==> src/rtl/cmos_emitter_pkg.sv <==
// Shared definitions for the DVP emitter and its companion capture benches:
// FSM state encoding and the default frame geometry.
package cmos_emitter_pkg;

  localparam int unsigned COL_DEFAULT = 640;
  localparam int unsigned ROW_DEFAULT = 480;

  localparam logic [2:0] ST_IDLE  = 3'd0;
  localparam logic [2:0] ST_VSYNC = 3'd1;
  localparam logic [2:0] ST_VBP   = 3'd2;
  localparam logic [2:0] ST_LINE  = 3'd3;
  localparam logic [2:0] ST_HBLK  = 3'd4;
  localparam logic [2:0] ST_VFP   = 3'd5;

  typedef enum logic [2:0] {
    S_IDLE  = ST_IDLE,
    S_VSYNC = ST_VSYNC,
    S_VBP   = ST_VBP,
    S_LINE  = ST_LINE,
    S_HBLK  = ST_HBLK,
    S_VFP   = ST_VFP
  } dvp_state_e;

endpackage

==> src/rtl/dvp_timing_gen.sv <==
// Frame timing generator: walks VSYNC/VBP/LINE/HBLK/VFP and produces the
// byte phase, pixel and line counters plus registered vsync/href/busy pins.
module dvp_timing_gen
  import cmos_emitter_pkg::*;
#(
  parameter int unsigned COL  = COL_DEFAULT,
  parameter int unsigned ROW  = ROW_DEFAULT,
  parameter int unsigned VS_W = 4,
  parameter int unsigned VBP  = 8,
  parameter int unsigned HB   = 16,
  parameter int unsigned VFP  = 8
) (
  input  logic        clk,
  input  logic        rst_n,
  input  logic        start_i,
  output dvp_state_e  state_o,
  output logic        bx_o,
  output logic [10:0] px_o,
  output logic [9:0]  ly_o,
  output logic        vsync_o,
  output logic        href_o,
  output logic        busy_o
);

  localparam logic [10:0] PX_LAST  = 11'(COL - 1);
  localparam logic [9:0]  LY_LAST  = 10'(ROW - 1);
  localparam logic [15:0] VS_LAST  = 16'(VS_W - 1);
  localparam logic [15:0] VBP_LAST = 16'(VBP - 1);
  localparam logic [15:0] HB_LAST  = 16'(HB - 1);
  localparam logic [15:0] VFP_LAST = 16'(VFP - 1);

  dvp_state_e  state_q, state_d;
  logic        bx_q, bx_d;
  logic [10:0] px_q, px_d;
  logic [9:0]  ly_q, ly_d;
  logic [15:0] cnt_q, cnt_d;
  logic        vsync_q, href_q, busy_q;

  always_ff @(posedge clk or negedge rst_n) begin
    if (!rst_n) begin
      state_q <= S_IDLE;
      bx_q    <= 1'b0;
      px_q    <= '0;
      ly_q    <= '0;
      cnt_q   <= '0;
      vsync_q <= 1'b0;
      href_q  <= 1'b0;
      busy_q  <= 1'b0;
    end else begin
      state_q <= state_d;
      bx_q    <= bx_d;
      px_q    <= px_d;
      ly_q    <= ly_d;
      cnt_q   <= cnt_d;
      // Pins follow the current state one clock later.
      vsync_q <= (state_q == S_VSYNC);
      href_q  <= (state_q == S_LINE);
      busy_q  <= (state_q != S_IDLE);
    end
  end

  always_comb begin
    state_d = state_q;
    bx_d    = bx_q;
    px_d    = px_q;
    ly_d    = ly_q;
    cnt_d   = cnt_q;
    case (state_q)
      S_IDLE: begin
        if (start_i) begin
          state_d = S_VSYNC;
          cnt_d   = '0;
        end
      end
      S_VSYNC: begin
        if (cnt_q == VS_LAST) begin
          cnt_d   = '0;
          state_d = S_VBP;
        end else begin
          cnt_d = cnt_q + 16'd1;
        end
      end
      S_VBP: begin
        if (cnt_q == VBP_LAST) begin
          cnt_d   = '0;
          state_d = S_LINE;
        end else begin
          cnt_d = cnt_q + 16'd1;
        end
      end
      S_LINE: begin
        bx_d = ~bx_q;
        if (bx_q) begin
          if (px_q == PX_LAST) begin
            px_d    = '0;
            state_d = (ly_q < LY_LAST) ? S_HBLK : S_VFP;
          end else begin
            px_d = px_q + 11'd1;
          end
        end
      end
      S_HBLK: begin
        if (cnt_q == HB_LAST) begin
          cnt_d   = '0;
          ly_d    = ly_q + 10'd1;
          state_d = S_LINE;
        end else begin
          cnt_d = cnt_q + 16'd1;
        end
      end
      S_VFP: begin
        if (cnt_q == VFP_LAST) begin
          cnt_d   = '0;
          ly_d    = '0;
          state_d = S_IDLE;
        end else begin
          cnt_d = cnt_q + 16'd1;
        end
      end
      default: state_d = S_IDLE;
    endcase
  end

  assign state_o = state_q;
  assign bx_o    = bx_q;
  assign px_o    = px_q;
  assign ly_o    = ly_q;
  assign vsync_o = vsync_q;
  assign href_o  = href_q;
  assign busy_o  = busy_q;

endmodule

==> src/rtl/cmos_emitter.sv <==
// DVP transmit side: buffers one 16-bit pixel, serialises it high byte first
// onto dout under the generated vsync/href timing, and flags stream errors.
module cmos_emitter
  import cmos_emitter_pkg::*;
#(
  parameter int unsigned COL  = COL_DEFAULT,
  parameter int unsigned ROW  = ROW_DEFAULT,
  parameter int unsigned VS_W = 4,
  parameter int unsigned VBP  = 8,
  parameter int unsigned HB   = 16,
  parameter int unsigned VFP  = 8
) (
  input  logic        clk,
  input  logic        rst_n,
  input  logic        en_emit,
  input  logic [15:0] din,
  input  logic        din_vld,
  input  logic        din_sop,
  input  logic        din_eop,
  output logic        din_rdy,
  output logic        vsync,
  output logic        href,
  output logic [7:0]  dout,
  output logic        busy,
  output logic        err_underrun,
  output logic        err_frame
);

  localparam logic [10:0] PX_LAST = 11'(COL - 1);
  localparam logic [9:0]  LY_LAST = 10'(ROW - 1);

  dvp_state_e  state;
  logic        bx;
  logic [10:0] px;
  logic [9:0]  ly;

  logic [15:0] hold_q, hold_d;
  logic        hold_vld_q, hold_vld_d;
  logic        hold_sop_q, hold_sop_d;
  logic        hold_eop_q, hold_eop_d;
  logic        skip_q, skip_d;
  logic [7:0]  dout_q, dout_d;
  logic        err_underrun_q, err_underrun_d;
  logic        err_frame_q, err_frame_d;

  logic in_line, in_idle, consume, load, discard, start;
  logic first_pix, last_pix;

  dvp_timing_gen #(
    .COL (COL), .ROW (ROW), .VS_W (VS_W), .VBP (VBP), .HB (HB), .VFP (VFP)
  ) u_timing (
    .clk     (clk),
    .rst_n   (rst_n),
    .start_i (start),
    .state_o (state),
    .bx_o    (bx),
    .px_o    (px),
    .ly_o    (ly),
    .vsync_o (vsync),
    .href_o  (href),
    .busy_o  (busy)
  );

  // din handshake: a word transfers on any cycle with din_vld && din_rdy;
  // din_rdy depends only on the hold state and timing, never on din_vld.
  assign in_line   = (state == S_LINE);
  assign in_idle   = (state == S_IDLE);
  assign consume   = in_line && bx && hold_vld_q && !skip_q;
  assign din_rdy   = !hold_vld_q || consume;
  assign load      = din_vld && din_rdy;
  assign discard   = in_idle && hold_vld_q && !hold_sop_q;
  assign start     = in_idle && hold_vld_q && hold_sop_q && en_emit;
  assign first_pix = (px == 11'd0) && (ly == 10'd0);
  assign last_pix  = (px == PX_LAST) && (ly == LY_LAST);

  always_comb begin
    hold_d     = hold_q;
    hold_vld_d = hold_vld_q;
    hold_sop_d = hold_sop_q;
    hold_eop_d = hold_eop_q;
    if (load) begin
      hold_d     = din;
      hold_vld_d = 1'b1;
      hold_sop_d = din_sop;
      hold_eop_d = din_eop;
    end else if (consume || discard) begin
      hold_vld_d = 1'b0;
      hold_sop_d = 1'b0;
      hold_eop_d = 1'b0;
    end
  end

  // A pixel missing at phase 0 forfeits its whole slot, even if a word
  // lands in hold before phase 1.
  always_comb begin
    skip_d         = (in_line && !bx) ? !hold_vld_q : 1'b0;
    err_underrun_d = in_line && !bx && !hold_vld_q;
    dout_d         = 8'h00;
    if (in_line) begin
      if (!bx) begin
        dout_d = hold_vld_q ? hold_q[15:8] : 8'h00;
      end else begin
        dout_d = (hold_vld_q && !skip_q) ? hold_q[7:0] : 8'h00;
      end
    end
    err_frame_d = consume && ((hold_sop_q && !first_pix) ||
                              (hold_eop_q && !last_pix)  ||
                              (last_pix && !hold_eop_q));
  end

  always_ff @(posedge clk or negedge rst_n) begin
    if (!rst_n) begin
      hold_q         <= '0;
      hold_vld_q     <= 1'b0;
      hold_sop_q     <= 1'b0;
      hold_eop_q     <= 1'b0;
      skip_q         <= 1'b0;
      dout_q         <= '0;
      err_underrun_q <= 1'b0;
      err_frame_q    <= 1'b0;
    end else begin
      hold_q         <= hold_d;
      hold_vld_q     <= hold_vld_d;
      hold_sop_q     <= hold_sop_d;
      hold_eop_q     <= hold_eop_d;
      skip_q         <= skip_d;
      dout_q         <= dout_d;
      err_underrun_q <= err_underrun_d;
      err_frame_q    <= err_frame_d;
    end
  end

  assign dout         = dout_q;
  assign err_underrun = err_underrun_q;
  assign err_frame    = err_frame_q;

endmodule

==> config.mk <==
export PLATFORM = sky130hd
export DESIGN_NAME = cmos_emitter
export DESIGN_NICKNAME = d
export VERILOG_FILES = /design/src/rtl/cmos_emitter_pkg.sv /design/src/rtl/dvp_timing_gen.sv /design/src/rtl/cmos_emitter.sv
export SDC_FILE = /design/constraint.sdc
export NUM_CORES = 1
export LEC_CHECK = 0
export CORE_ASPECT_RATIO = 2
export CORE_MARGIN = 10
export CORE_UTILIZATION = 40
export CTS_BUF_LIST = sky130_fd_sc_hd__clkbuf_8
export CTS_CLUSTER_DIAMETER = 120
export DETAILED_ROUTE_END_ITERATION = 10
export GPL_ROUTABILITY_DRIVEN = 1
export MAX_ROUTING_LAYER = met4
export SYNTH_ARGS = -nofsm -noshare
export SYNTH_HDL_FRONTEND = slang
export SYNTH_HIERARCHICAL = 1
export SYNTH_SLANG_ARGS = --single-unit
==> constraint.sdc <==
create_clock -name clk -period 5.6 [get_ports clk]
set_input_delay 1.12 -clock clk [delete_from_list [all_inputs] [get_ports clk]]
set_output_delay 1.12 -clock clk [all_outputs]
set_load 0.02 [all_outputs]
Word level (Yosys, flattened, before mapping)
Index checks and enable logic that the tools add are counted.
Operators by class
  $add $sub $neg: 3
  $lt $le $gt $ge: 1
  equal/unequal tests: 17
  mux-type cells: 27
  bitwise logic cells: 1
  reduce and logical (&&, ||, !) cells: 40
Operator list (number)
  $mux 16: 4
  $pmux 16 s4: 1
  $mux 8: 4
  $mux 3: 7
  $mux 10: 2
  $pmux 10 s2: 1
  $pmux 3 s6: 1
  $logic_and 1x1->1: 17
  $add 16x1->16 const B: 1
  $eq 16x2->1 const B: 1
  $eq 16x3->1 const B: 1
  $eq 16x4->1 const B: 1
  $ne 2x1->1 const B: 6
  $add 11x1->11 const B: 1
  $eq 11x10->1 const B: 1
  $logic_not 11->1: 1
  $mux 11: 1
  $add 10x1->10 const B: 1
  $eq 10x9->1 const B: 1
  $logic_not 10->1: 1
  $lt 10x9->1 const B: 1
  $logic_not 1->1: 7
  $reduce_and 7->1: 1
  $eq 3x2->1 const B: 2
  13 further kinds: 24
Word-level totals
  register bits after elaboration: 74
  input port bits: 22
  word-level logic and storage cells: 105

Longest topological paths before layout
Gate-level depths: netlist (run 1).
  depth in word-level cells: 7
  mapped depth: 7
  mapped depth without buffers: 7

Hierarchy
The synthesis (run 1) kept the hierarchy.
By module, submodules not included
  dvp_timing_gen: times used 1, cells an instance 260, area an instance 2379.8 µm², sequential area each 1101.1 µm²
  cmos_emitter: times used 1, cells an instance 89, area an instance 1266.2 µm², sequential area each 725.7 µm²

Worst setup path before layout (run 1)
No wires, ideal clock.
  path kind: input-to-reg
  from: in en_emit
  to: reg u_timing.cnt_q[15]
  library setup time: 137 ps
  arrival time: 2156 ps
  slack: 3307 ps
  cell stages on the path: 7
  cell sequence: nand2_1 nor4_1 or4_1 nand3_1 nor4_1 xnor2_1 a21oi_1
On the way
  cells in the longest elaborated chain, start to end: 3
RTL lines
  start, declared: line cmos_emitter.sv:15  | input logic en_emit,
  $logic_and 1x1->1: line cmos_emitter.sv:72  | assign start = in_idle && hold_vld_q && hold_sop_q && en_emit;
  via start: line cmos_emitter.sv:46  | logic in_line, in_idle, consume, load, discard, start;
  $ne 2x1->1 (no source line)
  $reduce_and 2->1 (no source line)
  end signal, assigned: line dvp_timing_gen.sv:54  | cnt_q <= cnt_d;
  end, declared: line dvp_timing_gen.sv:36  | logic [15:0] cnt_q, cnt_d;
The timed path passes the listed nets, and every way through them passes these cells.
A chain may end at the register's enable or synchronous reset.

Final worst setup path (run 1)
  from: reg u_timing.state_q[1], in the netlist u_timing/state_o[1]
  to: out din_rdy
On the way
  cells in the longest elaborated chain, start to end: 5
RTL lines
  start, declared: line dvp_timing_gen.sv:32  | dvp_state_e state_q, state_d;
  start signal, assigned: line dvp_timing_gen.sv:50  | state_q <= state_d;
  $eq 3x2->1: line cmos_emitter.sv:66  | assign in_line = (state == S_LINE);
  $logic_and 1x1->1 (3 in series): line cmos_emitter.sv:68  | assign consume = in_line && bx && hold_vld_q && !skip_q;
  $logic_or 1x1->1: line cmos_emitter.sv:69  | assign din_rdy = !hold_vld_q || consume;
  end, declared: line cmos_emitter.sv:20  | output logic din_rdy,
Every way passes these cells.

==> results of run 1 <==
[metrics by stage]
stage / hold slack [ns] / instance area (um^2) / power (mW)
detailed placement: 0.478 / 4080 / 1.50
finish: 0.493 / 4330 / 1.99
floorplan: 0.457 / 3650 / 1.29
global route: 0.509 / 4330 / 2.13
CTS: 0.498 / 4330 / 2.01
global placement: 0.472 / 4080 / 1.49
[state kept, by name (all words and copies together), names as in the netlist]
name	flops
hold_q	16
u_timing/cnt_q	16
u_timing/px_o	11
u_timing/ly_o	10
dout	8
u_timing/state_o	3
err_frame	1
err_underrun	1
hold_eop_q	1
hold_sop_q	1
hold_vld_q	1
u_timing/busy_o	1
u_timing/bx_o	1
u_timing/href_o	1
u_timing/vsync_o	1
[cell type report]
type | count | area, um^2
inverter | 13 | 48.8
sequential | 73 | 1830
tap | 102 | 128
timing repair buffer | 36 | 355
clock inverter | 7 | 120
clock buffer | 9 | 124
fill | 841 | 4620
multi-input combinational | 253 | 1730
[power by group]
| part | switching (mW) | total (mW) | internal (mW) | leakage [nW] |
|---|---|---|---|---|
| Clock | 0.208 | 0.505 | 0.296 | 0.125 |
| Combinational | 0.358 | 0.663 | 0.305 | 0.730 |
| Sequential | 0.155 | 0.825 | 0.670 | 0.955 |
[layer usage]
metal | up-vias | track usage | share of wire
met4 | 0 | 0.0634 | 0.023
met1 | 1392 | 0.147 | 0.39
met2 | 37 | 0.249 | 0.56
met3 | 11 | 0.0246 | 0.025
li1 | 1347 | - | -
met5 | - | - | 0
[cell families (layout without fill, tap and decap cells)]
logic type,Yosys count,in the layout,share of synthesized area
buffers and inverters,23,65,0.0275
flip-flops,73,73,0.501
AO/OA/AOI/OAI,59,59,0.112
XOR/XNOR,27,27,0.0649
adder cells (fa/ha/maj),3,3,0.0103
multiplexers,18,18,0.0649
AND/OR/NAND/NOR,146,146,0.220
[critical path, delay by kind of cell (launching register included)]
kind                   cells  cell delay (ns)
buffers and inverters      1             0.69
and+or+nand+nor            1             0.26
AOI/OAI and AO/OA          1             0.40
DFF                        1             0.62
[Yosys cell counts (3+ instances only)]
library cell / number / area share
sky130_fd_sc_hd__or2_2: 3 / 0.0051
sky130_fd_sc_hd__o211ai_1: 6 / 0.012
sky130_fd_sc_hd__mux2_2: 9 / 0.028
sky130_fd_sc_hd__dfrtp_1: 73 / 0.50
sky130_fd_sc_hd__ha_1: 3 / 0.010
sky130_fd_sc_hd__inv_1: 12 / 0.012
sky130_fd_sc_hd__nand2_1: 35 / 0.036
sky130_fd_sc_hd__a21oi_1: 15 / 0.021
sky130_fd_sc_hd__mux2_4: 9 / 0.037
sky130_fd_sc_hd__nor4_1: 17 / 0.029
sky130_fd_sc_hd__clkbuf_1: 6 / 0.0062
sky130_fd_sc_hd__nand3_1: 10 / 0.014
sky130_fd_sc_hd__nand4_1: 12 / 0.021
sky130_fd_sc_hd__and2_1: 3 / 0.0051
sky130_fd_sc_hd__and3_1: 4 / 0.0069
sky130_fd_sc_hd__a22o_1: 8 / 0.019
sky130_fd_sc_hd__o21ai_0: 16 / 0.022
sky130_fd_sc_hd__xor2_1: 6 / 0.014
sky130_fd_sc_hd__xnor2_1: 21 / 0.050
sky130_fd_sc_hd__nor3_1: 17 / 0.023
sky130_fd_sc_hd__nor2_1: 18 / 0.019
sky130_fd_sc_hd__nand2b_1: 6 / 0.010
[worst paths after layout]
path | depth (start not counted) | to | slack (ns)
setup / recovery | 3 | din_rdy | 2.15
hold / removal | 1 | dout[0] | 0.49
setup reg to reg | 5 | u_timing/cnt_q[4] | 2.57
hold reg to reg | 1 | dout[0] | 0.49
max in group asynchronous | 1 | u_timing/ly_o[0] | 4.10
min in group asynchronous | 1 | u_timing/px_o[8] | 0.89
==> flow_summary.ini, run 1 <==
[pwr]
ir_drop_mv = 0.234
powerDensity_nw_per_um2 = 461
static-leakage-power_nw = 1.81

[global_route]
first_global_vias = 2982
grt_pass1_wl_um = 15000
groute.usage.overall = 0.142
grt_overflow = 0
antenna_found_initial = 0
grt_max_degree = 74

[detailed_routing]
firstDrtPassIters = 4
post_drt_wl_per_cell_um = 17.5
detail_route.iter0.violations = 108
routed_wl_um = 8640
drc = 0
detail_routed_via_count_per_cell = 5.65
antenna_left = 0
vias = 2787

[sta]
setup_viol = 0
slew_headroom = 0.253
timing_worst_slew_pin_value_ns = 1.11
timing.final.crit_period_ns = 3.45
final.setup.tns_ns = 0
final.period_utilization = 0.616
final_slew_violations = 0
setup_repair_after_global_routing_missed_its_margin = no
fmax_mhz = 290
timing.clock.skew_ns = 0.00836
final_hold_viol_count = 0
postLayoutSetupSlackWorst_ns = 2.15

[clock_network]
clockBufferDepth = 2
ctsHoldBuffers = 0
cts.repair.resized = 0
post-cts-setup-buffer-count = 0
tritoncts = yes
htree_levels = 3
cts_sinks = 73
worstSkewPairLatency_ns = 0.36
cts.clk_slew.worst_paths_ns = 0.08
cts_root_buf = sky130_fd_sc_hd__clkbuf_8
cts-buffers-inserted = 9

[critical_path]
worstPathArrival_ns = 2.33
timing_worst_setup_path_type = flip-flop to output port
critical_path.slowest_cell = sky130_fd_sc_hd__clkdlybuf4s50_1
crit_path_end_kind = output port
cp_cell_sequence = nand2_1 > o41ai_4 > clkdlybuf4s50_1
worstReg2RegStart = u_timing/cnt_q[12]
worst_ep_required_time_ns = 4.48
crit_path_max_fanout = 18
max_stage_delay_ns = 0.69
crit_path_start = u_timing/state_o[1]
cp-start-kind = flip-flop

[synth]
yosys_warnings = 6
syn-instance-count = 349
post_synth.cell_area_avg_um2 = 10.4
synth_area_um2 = 3650
ys_async_sr_fraction = 1.00
ys_seq_area_frac = 0.501
number_of_enable_flip_flop_cells_after_synthesis = 0
synth.ff_latch_count = 73
yosysUniqueCellTypes = 52
dominant_synthesized_flop_cell = sky130_fd_sc_hd__dfrtp_1
synth.net_count = 374

[finish]
layout_commonest_cell = sky130_fd_sc_hd__dfrtp_1
area_delta_synth_final_pct = 18.7
layout_common_cells = sky130_fd_sc_hd__dfrtp_1 (73), sky130_fd_sc_hd__nand2_1 (35), sky130_fd_sc_hd__clkdlybuf4s50_1 (34), sky130_fd_sc_hd__xnor2_1 (21), sky130_fd_sc_hd__nor2_1 (18)
finish.net_count = 411
final_cells = 493
diodes = 0
post_route_cells_drive_above_1_share = 0.118
finish.utilization = 0.484

[floorplanning]
ioPinCount = 36
design.core.area_um2 = 8950
dieArea_um2 = 13600
rows = 49
die_h_um = 155
initial_utilization = 0.407
floorplan.die.width_um = 87.5

[place]
hpwlAfterDp_um = 6220
dpl_worst_slack_ns = 2.49
gp_congestion = 0.821
port_buffers = 35
post-place-cells = 477

[run]
drv_cap = 0

[outcome]
result_of_the_run = finished clean

[worst_hold_path]
worst_hold_path_type = flip-flop to flip-flop
hold_path_startpoint = hold_q[8]
No activity file was read; power rests on OpenSTA's default activity.
==> run 2: changes to the inputs <==
- clock period: 5.6 -> 3.2 ns (I/O delays scaled with it)
==> run 2 against run 1 <==
Non-clock buffer count up 6. Critical path depth unchanged. Count of clock-buffer cells in the layout stayed put. Die area stayed put. Global-route usage is 0.59 points lower. Final cell count rose by 1.2%. Sequential share of layout area is essentially flat. Clock power up 44%. Core utilization about the same. First-iteration DRC count rose by 24%. Via count up 2.4%.
==> flow_summary.ini, run 2 (synthesis results as in run 1) <==
[outcome]
result_of_the_run = finished clean

[detailed_routing]
post_drt_wl_per_cell_um = 17.2
vias = 2853
routed_wl_um = 8590
detail_route.iter0.violations = 134
drc = 0
wirelength_met1_um = 3240
detail_routed_via_count_per_cell = 5.72
detailroute.wirelength.met3_um = 269
route.met2.wl_um = 4900
firstDrtPassIters = 4
antenna_left = 0
routed.top_layer = met4

[global_route]
grt_max_degree = 74
antenna_found_initial = 0
first_global_vias = 2896
grt_pass1_wl_um = 14300
groute.usage.overall = 0.136
grt_overflow = 0

[pwr]
ir_drop_mv = 0.463
powerDensity_nw_per_um2 = 781
static-leakage-power_nw = 1.81

[finish]
finish.utilization = 0.484
area_delta_synth_final_pct = 18.7
layout_commonest_cell = sky130_fd_sc_hd__dfrtp_1
post_route_cells_drive_above_1_share = 0.134
layout_common_cells = sky130_fd_sc_hd__dfrtp_1 (73), sky130_fd_sc_hd__nand2_1 (35), sky130_fd_sc_hd__clkdlybuf4s50_1 (34), sky130_fd_sc_hd__xnor2_1 (21), sky130_fd_sc_hd__nor2_1 (18)
diodes = 0
finish.net_count = 417
final_cells = 499
finalInstanceArea_um2 = 4330

[floorplanning]
ioPinCount = 36
design.core.area_um2 = 8950
floorplan.die.width_um = 87.5
die_h_um = 155
initial_utilization = 0.407
dieArea_um2 = 13600
rows = 49

[critical_path]
worst_ep_required_time_ns = 2.56
critical_path.slowest_cell = sky130_fd_sc_hd__clkdlybuf4s50_1
worstPathBufferInverterCount = 2
cp_cell_sequence = inv_2 > o41ai_4 > clkdlybuf4s50_1
crit_path_max_fanout = 8
worstPathArrival_ns = 2.16
crit_path_end_kind = output port
critPathTopFamily = buffers and inverters
timing_worst_setup_path_type = flip-flop to output port
cp-start-kind = flip-flop
max_stage_delay_ns = 0.70

[sta]
setup_viol = 0
timing_worst_slew_pin_value_ns = 0.924
slew_headroom = 0.384
timing.final.crit_period_ns = 2.80
final.period_utilization = 0.874
fmax_mhz = 358
final_slew_violations = 0
final_hold_viol_count = 0
final.setup.tns_ns = 0
setup_repair_after_global_routing_missed_its_margin = no
timing.clock.skew_ns = 0.0107
postLayoutSetupSlackWorst_ns = 0.403

[clock_network]
ctsHoldBuffers = 0
cts.clk_slew.worst_paths_ns = 0.08
clockBufferDepth = 2
cts_root_buf = sky130_fd_sc_hd__clkbuf_8
post-cts-setup-buffer-count = 0
cts_sinks = 73
worstSkewPairLatency_ns = 0.35
htree_levels = 3
cts.repair.resized = 0
cts-buffers-inserted = 9
tritoncts = yes

[place]
port_buffers = 35
hpwlAfterDp_um = 6280
place_area_um2 = 4130
post-place-cells = 483
gp_congestion = 0.804
dpl_worst_slack_ns = 0.590

[run]
drv_cap = 0

[worst_hold_path]
worst_hold_path_type = input port to async pin
[run 2: through the flow]
| stage | hold slack [ns] | total power, mW |
|---|---|---|
| 6_report | 0.418 | 3.38 |
| 3_5_place_dp | 0.478 | 2.68 |
| 5_1_grt | 0.481 | 3.61 |
| 2_1_floorplan | 0.344 | 2.26 |
| 3_3_place_gp | 0.469 | 2.66 |
| 4_1_cts | 0.448 | 3.43 |
[run 2: final cells by class]
cell class	instances	area [um^2]
clock inverters	7	76.3
clock buffers	9	124
fillers	851	4620
well taps	102	128
inverters	13	48.8
flip-flops and latches	73	1830
multi-input cells	253	1730
repair buffers	42	400
[run 2: power by group]
group | switching (mW) | total (mW) | internal (mW)
registers | 0.217 | 1.39 | 1.17
clock network | 0.363 | 0.727 | 0.365
logic | 0.690 | 1.26 | 0.571
[run 2: per-layer routing]
layer / global-route usage / vias up
li1: - / 1361
met1: 0.135 / 1422
met2: 0.243 / 58
met3: 0.0282 / 12
met4: 0.0580 / 0
met5: - / -
[run 2: worst paths after layout]
path                                     from                   to  slack (ns)  cells past startpoint
max in group asynchronous               rst_n   u_timing/cnt_q[15]        2.17                      1
min                                     rst_n              dout[3]        0.42                      1
max reg2reg                u_timing/cnt_q[12]  u_timing/state_o[0]        0.69                      5
max                             u_timing/bx_o              din_rdy        0.40                      3
min reg2reg                         hold_q[8]              dout[0]        0.50                      1
min in group clk                    hold_q[8]              dout[0]        0.50                      1
